## config.mk

```make
export PLATFORM = sky130hd
export DESIGN_NAME = block_dispatcher
export DESIGN_NICKNAME = d
export VERILOG_FILES = /design/src/rtl/gpu_pkg.sv /design/src/rtl/dispatch_core_slot.sv /design/src/rtl/block_dispatcher.sv
export SDC_FILE = /design/constraint.sdc
export NUM_CORES = 1
export LEC_CHECK = 0
export CAP_MARGIN = 20
export CORE_MARGIN = 2
export CORE_UTILIZATION = 55
export CTS_CLUSTER_SIZE = 16
export DETAILED_ROUTE_END_ITERATION = 6
export MAX_ROUTING_LAYER = met4
export PLACE_DENSITY = 0.8
export SYNTH_ARGS = -nofsm -noshare
export SYNTH_HDL_FRONTEND = slang
export SYNTH_SLANG_ARGS = --single-unit
```

## constraint.sdc

```tcl
create_clock -name clk -period 3.3 [get_ports clk]
set_clock_uncertainty 0.15 [all_clocks]
set_input_delay 0.495 -clock clk [delete_from_list [all_inputs] [get_ports clk]]
set_output_delay 0.495 -clock clk [all_outputs]
set_load 0.01 [all_outputs]
```

## src/rtl/gpu_pkg.sv

```systemverilog
// Shared types, widths and helpers for the block dispatcher.
package gpu_pkg;

  localparam int DATA_W = 8;

  typedef enum logic [1:0] {
    IDLE = 2'd0,
    INIT = 2'd1,
    RUN  = 2'd2,
    DONE = 2'd3
  } dispatch_state_t;

  // Number of blocks needed to cover num threads with den threads per block.
  // The sum is one bit wider so that 255 threads do not wrap before dividing.
  function automatic logic [DATA_W-1:0] ceil_div(input logic [DATA_W-1:0] num,
                                                 input int unsigned den);
    logic [DATA_W:0] sum;
    sum = {1'b0, num} + (DATA_W+1)'(den - 32'd1);
    return DATA_W'(sum / (DATA_W+1)'(den));
  endfunction

endpackage

```

## src/rtl/dispatch_core_slot.sv

```systemverilog
// Per-core slot: holds one core's start/reset handshake and its block assignment.
module dispatch_core_slot
  import gpu_pkg::*;
#(
  parameter int TW = 3
) (
  input  logic              clk,
  input  logic              reset,
  input  logic              init,
  input  logic              grant,
  input  logic [DATA_W-1:0] block_id_in,
  input  logic [TW-1:0]     threads_in,
  input  logic              core_done,
  output logic              busy,
  output logic              retire,
  output logic              core_start,
  output logic              core_reset,
  output logic [DATA_W-1:0] core_block_id,
  output logic [TW-1:0]     core_thread_count
);

  // A finish only counts while the core actually holds a block; a core still in
  // its reset pulse is not yet free, so a retiring core cannot be regranted at once.
  always_comb begin
    retire = core_start & core_done;
    busy   = core_start | core_reset;
  end

  // Slot registers: launch init pulse, grant, retire pulse, otherwise reset drops.
  always_ff @(posedge clk) begin
    if (reset) begin
      core_start        <= 1'b0;
      core_reset        <= 1'b0;
      core_block_id     <= '0;
      core_thread_count <= '0;
    end else if (init) begin
      core_start <= 1'b0;
      core_reset <= 1'b1;
    end else if (grant) begin
      core_start        <= 1'b1;
      core_reset        <= 1'b0;
      core_block_id     <= block_id_in;
      core_thread_count <= threads_in;
    end else if (retire) begin
      core_start <= 1'b0;
      core_reset <= 1'b1;
    end else begin
      core_reset <= 1'b0;
    end
  end

endmodule

```

## src/rtl/block_dispatcher.sv

```systemverilog
// Splits a kernel launch into blocks and hands them to compute cores one per cycle.
module block_dispatcher
  import gpu_pkg::*;
#(
  parameter int NUM_CORES         = 2,
  parameter int THREADS_PER_BLOCK = 4
) (
  input  logic                                             clk,
  input  logic                                             reset,
  input  logic                                             start,
  input  logic [DATA_W-1:0]                                thread_count,
  input  logic [NUM_CORES-1:0]                             core_done,
  output logic [NUM_CORES-1:0]                             core_start,
  output logic [NUM_CORES-1:0]                             core_reset,
  output logic [NUM_CORES-1:0][DATA_W-1:0]                 core_block_id,
  output logic [NUM_CORES-1:0][$clog2(THREADS_PER_BLOCK):0] core_thread_count,
  output logic                                             done
);

  localparam int TW = $clog2(THREADS_PER_BLOCK) + 1;

  dispatch_state_t state_r, next_state_s;

  logic [DATA_W-1:0]    tc_r, total_r, dispatched_r, done_cnt_r;
  logic [DATA_W-1:0]    retire_cnt_s, done_sum_s, base_s;
  logic [NUM_CORES-1:0] busy_s, retire_s, grant_s;
  logic [TW-1:0]        threads_s;
  logic                 init_s, run_s, can_dispatch_s, found_s, last_s;

  // State register.
  always_ff @(posedge clk) begin
    if (reset) begin
      state_r <= IDLE;
    end else begin
      state_r <= next_state_s;
    end
  end

  // Next-state logic; completion uses this cycle's retirements as well.
  always_comb begin
    next_state_s = state_r;
    case (state_r)
      IDLE:    if (start) next_state_s = INIT; else next_state_s = IDLE;
      INIT:    if (total_r == 8'd0) next_state_s = DONE; else next_state_s = RUN;
      RUN:     if (done_sum_s == total_r) next_state_s = DONE; else next_state_s = RUN;
      DONE:    if (!start) next_state_s = IDLE; else next_state_s = DONE;
      default: next_state_s = IDLE;
    endcase
  end

  // FSM outputs: launch init pulse and the run qualifier.
  always_comb begin
    init_s = 1'b0;
    run_s  = 1'b0;
    case (state_r)
      IDLE:    init_s = start;
      RUN:     run_s  = 1'b1;
      default: begin
        init_s = 1'b0;
        run_s  = 1'b0;
      end
    endcase
  end

  // Completion count including retirements happening this cycle.
  always_comb begin
    retire_cnt_s = 8'd0;
    for (int i = 0; i < NUM_CORES; i++) begin
      retire_cnt_s = retire_cnt_s + DATA_W'(retire_s[i]);
    end
    done_sum_s = done_cnt_r + retire_cnt_s;
  end

  // Lowest-index free-slot arbiter and the thread count of the block on offer.
  always_comb begin
    can_dispatch_s = run_s && (dispatched_r < total_r);
    grant_s        = '0;
    found_s        = 1'b0;
    for (int i = 0; i < NUM_CORES; i++) begin
      if (can_dispatch_s && !found_s && !busy_s[i]) begin
        grant_s[i] = 1'b1;
        found_s    = 1'b1;
      end else begin
        found_s = found_s;
      end
    end
    last_s = (dispatched_r == total_r - 8'd1);
    base_s = dispatched_r * DATA_W'(THREADS_PER_BLOCK);
    if (last_s) begin
      threads_s = TW'(tc_r - base_s);
    end else begin
      threads_s = TW'(THREADS_PER_BLOCK);
    end
  end

  // Launch latch and block counters.
  always_ff @(posedge clk) begin
    if (reset) begin
      tc_r         <= 8'd0;
      total_r      <= 8'd0;
      dispatched_r <= 8'd0;
      done_cnt_r   <= 8'd0;
    end else if (init_s) begin
      tc_r         <= thread_count;
      total_r      <= ceil_div(thread_count, THREADS_PER_BLOCK);
      dispatched_r <= 8'd0;
      done_cnt_r   <= 8'd0;
    end else if (run_s) begin
      if (|grant_s) begin
        dispatched_r <= dispatched_r + 8'd1;
      end else begin
        dispatched_r <= dispatched_r;
      end
      done_cnt_r <= done_sum_s;
    end else begin
      done_cnt_r <= done_cnt_r;
    end
  end

  // Kernel-complete flag, registered from the state being entered.
  always_ff @(posedge clk) begin
    if (reset) begin
      done <= 1'b0;
    end else begin
      done <= (next_state_s == DONE);
    end
  end

  for (genvar g = 0; g < NUM_CORES; g++) begin : g_slot
    dispatch_core_slot #(.TW(TW)) u_slot (
      .clk               (clk),
      .reset             (reset),
      .init              (init_s),
      .grant             (grant_s[g]),
      .block_id_in       (dispatched_r),
      .threads_in        (threads_s),
      .core_done         (core_done[g] & run_s),
      .busy              (busy_s[g]),
      .retire            (retire_s[g]),
      .core_start        (core_start[g]),
      .core_reset        (core_reset[g]),
      .core_block_id     (core_block_id[g]),
      .core_thread_count (core_thread_count[g])
    );
  end

endmodule

```

[After elaboration in Yosys (flattened, before gate mapping)]
Index checks and enable logic that the tools add are counted.
Storage, ports and cells
  output and inout port bits: 27
  bits in read-only memories: 0
  memory bits (writable): 0
  input port bits: 13
  latch bits: 0
  bits in registers: 55
  memories: 0
  word-level logic and storage cells: 70
Cells by class
  divide/modulo/power cells: 0
  equal/unequal tests: 6
  add/subtract/negate cells: 6
  reductions and logical operators: 16
  muxes and demuxes: 20
  shift operators: 0
  multipliers: 0
  bitwise gates (word level): 7
  $lt $le $gt $ge: 1
Operator list (count)
  2-to-1 mux 1 bit: 17
  adder 8 x 2 -> 9 bit, second input constant: 1
  adder 8 x 1 -> 8 bit, second input constant: 1
  adder 8 x 2 -> 8 bit: 1
  equality test 8 x 7 -> 1 bit: 1
  equality test 8 bit: 1
  zero test 8 bit: 1
  less-than comparator 8 x 7 -> 1 bit: 1
  case mux 2 bit (4 select lines): 1
  subtractor 7 x 1 -> 8 bit, second input constant: 1
  equality test 2 bit, second input constant: 3
  AND reduction 2 bit: 3
  AND 1 bit: 4
  logical AND 1 bit: 4
  nonzero test 2 bit: 2
  OR reduction 2 bit: 2
  zero test 1 bit: 3
  2-to-1 mux 3 bit: 1
  subtractor 3 bit: 1
  adder 1 x 1 -> 2 bit: 1
  equality test 2 x 1 -> 1 bit, second input constant: 1
  zero test 2 bit: 1
  2-to-1 mux 2 bit: 1
  OR 1 bit: 2
  NOT 1 bit: 1

[Depth between registers and ports, before layout]
Gate-level depths: netlist (run 1).
  word-level depth: 11
  mapped depth: 12

[Cells and area by module]
Synthesis (run 1) repeated with hierarchy kept, for this count alone.
Unflattened totals
  cells, all modules: 358
  area total of the unflattened synthesis: 3239.4 um^2
By module, submodules not included
  block_dispatcher: instances 1, sequential area each 580.6 um^2, cells an instance 238, area each 1923.1 um^2
  dispatch_core_slot: instances 2, sequential area each 260.2 um^2, cells an instance 60, area each 658.1 um^2

[Least setup slack after synthesis (run 1)]
Ideal clock, no wire load.
  kind: register -> register
  start point: register state_r[1]
  end point: register state_r[0]
  stages on the path, launching flop included: 13
  path slack: 0.581 ns
  data required time: 3.084 ns
  arrival time: 2.503 ns
  cells stage by stage: dfxtp_1 and2b_1 buf_4 nand3_1 fa_1 inv_1 ha_1 and3_1 xnor2_1 nor4_1 nand3_1 o31ai_1 nor2b_1
Between the ends
  longest elaborated chain between the ends: 9
  elaborated cells on any way between the ends: 14
RTL lines
  start: declaration: line block_dispatcher.sv:22  | dispatch_state_t state_r, next_state_s;
  start signal: assignment: line block_dispatcher.sv:35  | state_r <= next_state_s;
  equality test 2 bit: line block_dispatcher.sv:42, block_dispatcher.sv:55
  2-to-1 mux 1 bit: line block_dispatcher.sv:55  | case (state_r)
  AND 1 bit: line block_dispatcher.sv:137  | .core_done (core_done[g] & run_s),
  AND 1 bit: line dispatch_core_slot.sv:25  | retire = core_start & core_done;
  adder 1 x 1 -> 2 bit: line block_dispatcher.sv:69  | retire_cnt_s = retire_cnt_s + DATA_W'(retire_s[i]);
  adder 8 x 2 -> 8 bit: line block_dispatcher.sv:71  | done_sum_s = done_cnt_r + retire_cnt_s;
  equality test 8 x 7 -> 1 bit: line block_dispatcher.sv:45  | RUN: if (done_sum_s == total_r) next_state_s = DONE; else next_state_s = RUN;
  2-to-1 mux 1 bit: line block_dispatcher.sv:45
  case mux 2 bit (4 select lines) (*): line block_dispatcher.sv:42  | case (state_r)
Every way passes the cells marked *; elsewhere a longest branch is shown, timed or not.
A chain may end at the register's enable or synchronous reset.

[Worst setup path in the final report (run 1)]
Same ends and word-level chain as after synthesis.

==> results.ini, run 1 <==
[sta]
period_needed_ns=2.92
relSlewSlack_pct=63.8
drv_slew=0
fmax_mhz=343
timing.final.ws_setup_ns=0.382
whs_ns=0.309
finalSetupTns_ns=0
rsz0062_at_grt=no
hold_viol=0
finalSetupViolations=0
fin_crit_sh_pct=88.4
worst_pin_slew_ns=0.543

[synthesis]
syn_avg_cell_area_um2=8.51
ys.flop_type=dfxtp_1
ys_ff_latch=55
synth_area_leader_cell=dfxtp_1
yosysTopAreaCellShare_pct=36.5
synth_area_um2=3020
syn-num-nets=379
async_reset_ff_share_pct=0
synthCells=355
ys_types=56
synthTopCellsByArea=dfxtp_1 36%, nor2_1 5.2%, xnor2_1 5.2%
yosys_warnings=0
synth_edf_count=0
ys_seq_area_share_pct=36.5

[clock_network]
clock-root-buffer=clkbuf_8
htreeDepth=2
cts_tree=done
clock_sinks=55
cts_resized=0
cts_made_buffers=5
hold_buffers=0
path_clk_slew_ns=0.10
clk_path_buf_depth=2
cts_setup_buffers=0
clock_latency_ns=0.31

[finish]
diodes=0
drive_above_1_share_pct=7.35
synthToLayoutAreaGrowth_pct=15.1
design_area_um2=3480
final_util_pct=66.8
fin_cells=451
nets=404
fillers=460

[floorplanning]
die_w_um=78.1
core_area_um2=5200
ios=40
dieHeight_um=78.1
row_count=26
die-area_um2=6100
start_util_pct=58.0

[place]
gp_congestion=0.871
io_buffers=39
dp.cells=443
place_area_um2=3390
dp_slack_ns=0.169
dp_hpwl_um=4630

[global_routing]
gr-usage-met2_pct=37.2
met3_usage_pct=2.87
grt_max_degree=39
antenna_found_initial=0
grtUsageTotal_pct=23.1
grt_overflow=0
use_met1_pct=29.6
grt_pass1_vias=2414
grt_busiest_layer=met2
grt_pass1_wl_um=11100

[power_and_ir_drop]
p_seq_share_pct=52.1
intPower_mw=0.969
p_per_area_nw_per_um2=403
peakVddDrop_uv=212
power.total_mw=1.40
swShare_pct=30.9
clkPwrFrac_pct=27.1
combPwrFrac_pct=20.9
p_sw_mw=0.433
p_leak_nw=1.19

[worst_setup_path]
cp_common_cell=nand3_1
path_cells=and2b_1 -> nand3_1 -> fa_1 -> inv_1 -> ha_1 -> and3_1 -> xnor2_1 -> nor4_1 -> nand3_1 -> o31ai_1 -> nor2b_1
cp.arrival_ns=3.02
cp-end-kind=flop
crit_type=reg -> reg
critPathLaunchType=flop
crit_path_max_incr_delay_ns=0.48
reg2reg_depth=11
path_max_fanout=8
slowest_stage=fa_1
cp_data_required_time_ns=3.41

[drt]
wl_per_cell_um=14.3
first_iter_violations=195
ant_nets=0
firstDrtPassIters=4
drt_wl_total_um=6440
routed_via_density=5.61
num_vias=2532
drc=0

[worst_hold_path]
hold_depth=2
min_path_type=reg -> reg

[run]
drv_cap=0

[run_status]
status=finished clean

sequential cells by signal, summed over array words and instances, names as in the netlist:
| name | flops |
|---|---|
| g_slot.u_slot.core_thread_count | 6 |
| g_slot.u_slot.core_block_id | 16 |
| done | 1 |
| g_slot.u_slot.core_reset | 2 |
| tc_r | 3 |
| state_r | 2 |
| done_cnt_r | 8 |
| dispatched_r | 8 |
| g_slot.u_slot.core_start | 2 |
| total_r | 7 |
cell usage after synthesis (5+ instances only):
cell	count
a211oi_1	6
a21oi_1	26
and3_1	5
buf_2	9
buf_4	7
clkbuf_1	8
dfxtp_1	55
ha_1	10
inv_1	13
mux2i_1	9
nand2_1	37
nand3_1	11
nor2_1	42
nor2b_1	5
nor3_1	8
nor3b_1	5
o21ai_0	8
xnor2_1	18
xor2_1	8
cell usage in the layout, fill, tap and decap left out, types with 9 or more instances in the layout:
master,count
a21oi_1,26
clkdlybuf4s50_1,39
dfxtp_1,55
ha_1,10
inv_1,13
mux2i_1,9
nand2_1,37
nand3_1,11
nor2_1,42
xnor2_1,18
final cells by class:
cell class | instances | area, µm² | share of cell area (%)
Clock inverter | 2 | 16.3 | 0.468
Tap cell | 70 | 87.6 | 2.52
Timing Repair Buffer | 45 | 435 | 12.5
Inverter | 13 | 48.8 | 1.40
Sequential cell | 55 | 1100 | 31.7
Multi-Input combinational cell | 260 | 1720 | 49.3
Clock buffer | 6 | 72.6 | 2.09
power by group through the flow:
stage               combinational (mW)  sequential [mW]  clock [mW]
floorplan                        0.247            0.720           0
global placement                 0.282            0.744           0
detailed placement               0.289            0.745           0
CTS                              0.291            0.729       0.386
global route                     0.323            0.736       0.405
finish                           0.293            0.730       0.380
logic make-up after synthesis:
family	synth area share (%)
flip-flops	36.5
adder cells (fa/ha/maj)	4.81
buffers and inverters	6.75
AO/OA/AOI/OAI	14.3
XOR/XNOR	7.54
AND/OR/NAND/NOR	26.8
multiplexers	3.36
worst max-delay path, delay by kind of cell (launching register included):
kind | cells | cell delay (ns)
DFF | 1 | 0.46
and+or+nand+nor | 6 | 1.17
AOI/OAI and AO/OA | 1 | 0.24
xor gates and xnor gates | 1 | 0.08
buffers and inverters | 1 | 0.08
adders and majority gates | 2 | 0.67
worst paths after layout:
path	startpoint	endpoint	slack (ns)
worst min register to register	g_slot[1].u_slot.core_block_id[6]$_SDFFE_PP0P_	g_slot[1].u_slot.core_block_id[6]$_SDFFE_PP0P_	0.31
worst max-delay path	state_r[1]$_SDFF_PP0_	state_r[0]$_SDFF_PP0_	0.38
worst min-delay path	g_slot[1].u_slot.core_block_id[6]$_SDFFE_PP0P_	g_slot[1].u_slot.core_block_id[6]$_SDFFE_PP0P_	0.31
worst max register to register	state_r[1]$_SDFF_PP0_	state_r[0]$_SDFF_PP0_	0.38
routing by layer:
metal  routed length [µm]  share of wire [%]
met5                    0                  0
met4                  110                1.7
met3                  317                4.9
met2                 2990                 46
met1                 3020                 47
(Power assumes the default switching activity.)
==> run 2: changes to the inputs <==
--- a/config.mk
+++ b/config.mk
@@ -7,11 +7,12 @@
 export LEC_CHECK = 0
 export CAP_MARGIN = 20
 export CORE_MARGIN = 2
-export CORE_UTILIZATION = 55
+export CORE_UTILIZATION = 60
 export CTS_CLUSTER_SIZE = 16
 export DETAILED_ROUTE_END_ITERATION = 6
+export DONT_BUFFER_PORTS = 1
 export MAX_ROUTING_LAYER = met4
-export PLACE_DENSITY = 0.8
+export PLACE_DENSITY = 0.76
 export SYNTH_ARGS = -nofsm -noshare
 export SYNTH_HDL_FRONTEND = slang
 export SYNTH_SLANG_ARGS = --single-unit
==> run 2 against run 1 <==
  * Core utilization down 2.4 points
  * Largest cell class unchanged
  * Clock power down 3%
  * Global-route usage up 0.81 points
  * Critical path depth unchanged
  * Combinational power down 14%
  * Power down 3.8%
  * Largest power group unchanged
  * Sequential power about the same
  * Routed wire length down 6.0%
  * Via count down 7.8%
  * Critical endpoint unchanged
==> results.ini, run 2 (synthesis gave the netlist of run 1 again) <==
[run_status]
status=finished clean

[drt]
num_vias=2334  ; -7.8%
drt_wl_total_um=6050  ; -6.0%
drc=0  ; unchanged
wl_per_cell_um=14.8  ; +3.7%
first_iter_violations=178  ; -8.7%
ant_nets=0  ; unchanged
firstDrtPassIters=4  ; unchanged
routed_via_density=5.71  ; +1.6%

[floorplanning]
start_util_pct=63.1  ; +5.1 points
ios=40  ; unchanged
row_count=25  ; -3.8%
core_area_um2=4790  ; -8.1%
dieHeight_um=75.0  ; -4.0%
die-area_um2=5620  ; -7.9%
die_w_um=75.0  ; -4.0%

[global_routing]
antenna_found_initial=0  ; unchanged
grt_overflow=0  ; unchanged
grt_pass1_vias=2119  ; -12%
grt_max_degree=40  ; +2.6%
grt_pass1_wl_um=9960  ; -10%
grtUsageTotal_pct=23.9  ; +0.81 points

[finish]
fillers=407  ; -12%
final_common_cell=dfxtp_1
design_area_um2=3080  ; -11%
final_cell_mix=55 x dfxtp_1, 42 x nor2_1, 37 x nand2_1
largest_reg_flops=16  ; unchanged
synthToLayoutAreaGrowth_pct=1.99
regMostFlops=g_slot.u_slot.core_block_id
diodes=0  ; unchanged
reg_top3=g_slot.u_slot.core_block_id: 16 flops, dispatched_r: 8 flops, done_cnt_r: 8 flops
fin_cells=409  ; -9.3%
nets=365  ; -9.7%
drive_above_1_share_pct=8.48  ; +1.1 points
final_util_pct=64.4  ; -2.4 points

[clock_network]
clk_path_buf_depth=2  ; unchanged
cts_resized=0  ; unchanged
cts_tree=done
cts_setup_buffers=0  ; unchanged
clock-root-buffer=clkbuf_8
path_clk_slew_ns=0.10  ; about the same
hold_buffers=0  ; unchanged
clock_latency_ns=0.31  ; about the same
clock_sinks=55  ; unchanged
htreeDepth=2  ; unchanged
cts_made_buffers=5  ; unchanged

[run]
drv_cap=0  ; unchanged

[worst_setup_path]
crit_type=reg -> reg
critPathLaunchType=flop
r2r_slack_ns=0.29  ; -0.09 ns
reg2reg_depth=11  ; unchanged
cp_data_required_time_ns=3.40  ; about the same
r2r_end=state_r[0]$_SDFF_PP0_
cp.arrival_ns=3.10  ; +0.08 ns
r2r_start=state_r[1]$_SDFF_PP0_
path_max_fanout=8  ; unchanged
cp-end-kind=flop

[place]
dp_slack_ns=0.295  ; +0.126 ns
io_buffers=0  ; -100%
dp_hpwl_um=4360  ; -5.7%
place_area_um2=2990  ; -12%
dp.cells=401  ; -9.5%
gp_congestion=0.911  ; +4.5%

[sta]
drv_slew=0  ; unchanged
fin_crit_sh_pct=91.1  ; +2.7 points
relSlewSlack_pct=61.7  ; -2.0 points
rsz0062_at_grt=no
finalSetupViolations=0  ; unchanged
whs_ns=0.0949  ; -0.214 ns
period_needed_ns=3.01  ; +0.0891 ns
fmax_mhz=333  ; -3.0%
finalSetupTns_ns=0  ; unchanged
hold_viol=0  ; unchanged
timing.final.ws_setup_ns=0.293  ; -0.0891 ns
worst_pin_slew_ns=0.569  ; +0.0260 ns

[power_and_ir_drop]
peakVddDrop_uv=289  ; +36%
p_per_area_nw_per_um2=438  ; +8.6%
power.total_mw=1.35  ; -3.8%
p_leak_nw=1.05  ; -12%

[worst_hold_path]
min_from=reset
min_path_type=in -> reg
hold_end=total_r[5]$_SDFFE_PP0P_
hold_depth=1  ; -1

## run 2: cell count changes in the layout (fill, tap and decap cells not counted)
cell             delta
inv_6               -1
clkdlybuf4s50_1    -39
and2b_2             +1
clkinv_2            +1
and2b_1             -1
## run 2: worst max path at each step
| stage | slack (ns) | start | to | depth (start not counted) |
|---|---|---|---|---|
| after floorplan | 0.58 | state_r[1]$_SDFF_PP0_ | state_r[0]$_SDFF_PP0_ | 12 |
| after global placement | 0.37 | state_r[1]$_SDFF_PP0_ | done$_SDFF_PP0_ | 11 |
| after detailed placement | 0.30 | state_r[1]$_SDFF_PP0_ | state_r[0]$_SDFF_PP0_ | 11 |
| after CTS | 0.25 | state_r[1]$_SDFF_PP0_ | state_r[0]$_SDFF_PP0_ | 11 |
| after global routing | 0.01 | state_r[1]$_SDFF_PP0_ | state_r[0]$_SDFF_PP0_ | 11 |
| final | 0.29 | state_r[1]$_SDFF_PP0_ | state_r[0]$_SDFF_PP0_ | 11 |
## run 2: cell type report
class	count	area, µm²	area share, %
Multi-Input combinational cell	260	1720	55.7
Sequential cell	55	1100	35.7
Tap cell	67	83.8	2.72
Clock buffer	6	72.6	2.36
Inverter	13	48.8	1.58
Timing Repair Buffer	6	45.0	1.46
Clock inverter	2	12.5	0.406
## run 2: power by group
part | switching, mW | internal (mW)
clock network | 0.218 | 0.149
registers | 0.0419 | 0.688
logic | 0.146 | 0.106
## run 2: critical path, stage by stage (launching register included)
cell	delay [ns]
dfxtp_1	0.45
and2b_2	0.26
nand3_1	0.16
fa_1	0.48
inv_1	0.08
ha_1	0.26
and3_1	0.27
xnor2_1	0.09
nor4_1	0.25
nand3_1	0.11
o31ai_1	0.24
nor2b_1	0.16
## run 2: metal layers
layer  vias to the layer above  global-route usage, %  share of wire [%]
li1                       1195                      -                  -
met1                      1068                   33.8                 49
met2                        63                   33.9                 45
met3                         8                   4.82                5.0
met4                         0                   8.13                1.2
met5                         -                      -                  0
==> run 3: changes to the inputs <==
--- a/config.mk
+++ b/config.mk
@@ -7,12 +7,12 @@
 export LEC_CHECK = 0
 export CAP_MARGIN = 20
 export CORE_MARGIN = 2
-export CORE_UTILIZATION = 60
+export CORE_UTILIZATION = 50
 export CTS_CLUSTER_SIZE = 16
 export DETAILED_ROUTE_END_ITERATION = 6
 export DONT_BUFFER_PORTS = 1
-export MAX_ROUTING_LAYER = met4
-export PLACE_DENSITY = 0.76
+export HOLD_SLACK_MARGIN = 0.12
+export PLACE_DENSITY = 0.65
 export SYNTH_ARGS = -nofsm -noshare
 export SYNTH_HDL_FRONTEND = slang
 export SYNTH_SLANG_ARGS = --single-unit
==> run 3 against run 2 <==
  * Largest power group unchanged
  * Sequential share of layout area down 0.73 points
  * Critical endpoint unchanged
  * Register-to-register slack improved by 0.02 ns
  * Die area rose by 19%
==> results.ini, run 3 (synthesis gave the netlist of run 1 again) <==
[run_status]
status=finished clean

[sta]
finalSetupTns_ns=0  ; unchanged
fmax_mhz=335  ; +0.69%
drv_slew=0  ; unchanged
worst_pin_slew_ns=0.497  ; -0.0717 ns
fin_crit_sh_pct=90.5  ; -0.63 points
finalSetupViolations=0  ; unchanged
hold_viol=0  ; unchanged
period_needed_ns=2.99  ; -0.0207 ns
relSlewSlack_pct=66.8  ; +5.1 points
timing.final.ws_setup_ns=0.313  ; +0.0207 ns
rsz0062_at_grt=no

[clock_network]
htreeDepth=2  ; unchanged
clock_latency_ns=0.31  ; about the same
cts_setup_buffers=0  ; unchanged
path_clk_slew_ns=0.09  ; about the same
cts_made_buffers=5  ; unchanged
clk_path_buf_depth=2  ; unchanged
clock_sinks=55  ; unchanged
clock-root-buffer=clkbuf_8
cts_tree=done

[worst_setup_path]
cp-end-kind=flop
slowest_stage=fa_1
critPathLaunchType=flop
crit_type=reg -> reg
cp_common_cell=nand3_1
reg2reg_depth=11  ; unchanged
r2r_slack_ns=0.31  ; +0.02 ns
r2r_end=state_r[0]$_SDFF_PP0_
r2r_start=state_r[1]$_SDFF_PP0_
path_delay_family=simple AND/OR/NAND/NOR gates
cp_data_required_time_ns=3.40  ; about the same
path_max_fanout=8  ; unchanged
cp.arrival_ns=3.09  ; about the same
crit_path_max_incr_delay_ns=0.48  ; about the same
path_cells=and2b_1 -> nand3_1 -> fa_1 -> inv_1 -> ha_1 -> and3_1 -> xnor2_1 -> nor4_1 -> nand3_1 -> o31ai_1 -> nor2b_1
path_buf_inv=1  ; unchanged

[global_routing]
grt_pass1_wl_um=10200  ; +2.7%
grt_max_degree=32  ; -20%
antenna_found_initial=0  ; unchanged
grt_overflow=0  ; unchanged
grtUsageTotal_pct=19.7  ; -4.1 points
grt_pass1_vias=2142  ; +1.1%

[drt]
first_iter_violations=189  ; +6.2%
firstDrtPassIters=4  ; unchanged
drt_wl_total_um=6390  ; +5.6%
num_vias=2400  ; +2.8%
wl_per_cell_um=15.3  ; +3.1%
drc=0  ; unchanged
ant_nets=0  ; unchanged
routed_via_density=5.73  ; +0.37%

[finish]
nets=368  ; +0.82%
fillers=571  ; +40%
reg_top3=g_slot.u_slot.core_block_id: 16 flops, dispatched_r: 8 flops, done_cnt_r: 8 flops
diodes=0  ; unchanged
final_cell_mix=55 x dfxtp_1, 42 x nor2_1, 37 x nand2_1
drive_above_1_share_pct=8.43  ; -0.049 points
final_util_pct=53.4  ; -11 points
largest_reg_flops=16  ; unchanged
multi_input_area_um2=1720  ; about the same
synthToLayoutAreaGrowth_pct=4.10
ff_latch_area_um2=1100  ; unchanged
final_common_cell=dfxtp_1
fin_cells=419  ; +2.4%
regMostFlops=g_slot.u_slot.core_block_id

[place]
dp_slack_ns=0.370  ; +0.0748 ns
io_buffers=0  ; unchanged
gp_congestion=0.968  ; +6.4%
dp.cells=410  ; +2.2%
dp_hpwl_um=4580  ; +4.9%

[power_and_ir_drop]
p_per_area_nw_per_um2=453  ; +3.5%
p_leak_nw=1.08  ; +2.8%
power.total_mw=1.43  ; +5.7%
peakVddDrop_uv=214  ; -26%

[worst_hold_path]
min_path_type=in -> reg
min_from=thread_count[0]
hold_end=tc_r[0]$_SDFFE_PP0P_
hold_depth=2  ; +1

[floorplanning]
ios=40  ; unchanged
dieHeight_um=81.7  ; +9.0%
row_count=28  ; +12%
start_util_pct=51.3  ; -12 points
die-area_um2=6680  ; +19%
core_area_um2=5890  ; +23%
die_w_um=81.7  ; +9.0%

[run]
drv_cap=0  ; unchanged

-- run 3: changes by cell type in the layout (fill, tap and decap cells not counted), sizes merged --
cell / change
bufinv: +1
clkinvlp: -1
dlygate4sd3: +1
buf: +2
clkinv: -1
-- run 3: stage by stage --
step,instance area [µm²],hold WS [ns]
finish,3140,0.161
detailed placement,3010,0.296
global placement,3010,0.298
floorplan,3020,0.286
global route,3140,0.177
CTS,3140,0.157
-- run 3: how the worst max path moves through the flow --
stage	from	to	slack, ns	cells past startpoint
6_report	state_r[1]$_SDFF_PP0_	state_r[0]$_SDFF_PP0_	0.31	11
5_1_grt	state_r[1]$_SDFF_PP0_	state_r[0]$_SDFF_PP0_	0.05	11
4_1_cts	state_r[1]$_SDFF_PP0_	state_r[0]$_SDFF_PP0_	0.34	11
3_5_place_dp	state_r[1]$_SDFF_PP0_	state_r[0]$_SDFF_PP0_	0.37	11
3_3_place_gp	state_r[1]$_SDFF_PP0_	done$_SDFF_PP0_	0.41	11
2_1_floorplan	state_r[1]$_SDFF_PP0_	state_r[0]$_SDFF_PP0_	0.58	12
-- run 3: area by class of cell --
type	instances	area share (%)
repair buffers	9	2.63
flip-flops and latches	55	35.0
well taps	75	2.98
clock inverters	1	0.955
clock buffers	6	2.31
multi-input cells	260	54.6
inverters	13	1.55
-- run 3: where the power goes --
group	switching (mW)	internal [mW]	total (mW)
Sequential	0.0416	0.688	0.729
Combinational	0.155	0.109	0.265
Clock	0.209	0.223	0.432
Total	0.406	1.02	1.43
-- run 3: what timing repair did --
action                                 in CTS  in global routing
hold buffers                                2                  0
endpoints found under the hold margin      31                  0
resized for setup                           0                  0
-- run 3: worst register-to-register path, cell delays in order, from the launching register on --
cell and delay (ns):
dfxtp_1 0.45, and2b_1 0.24, nand3_1 0.16, fa_1 0.48
inv_1 0.08, ha_1 0.26, and3_1 0.26, xnor2_1 0.09
nor4_1 0.26, nand3_1 0.12, o31ai_1 0.25, nor2b_1 0.16
-- run 3: layer usage --
metal	vias up	global-route usage [%]	part of all wire, %
li1	1198	-	-
met1	1128	28.1	48
met2	65	29.9	44
met3	9	3.63	6.2
met4	0	6.67	1.3
met5	-	0	0
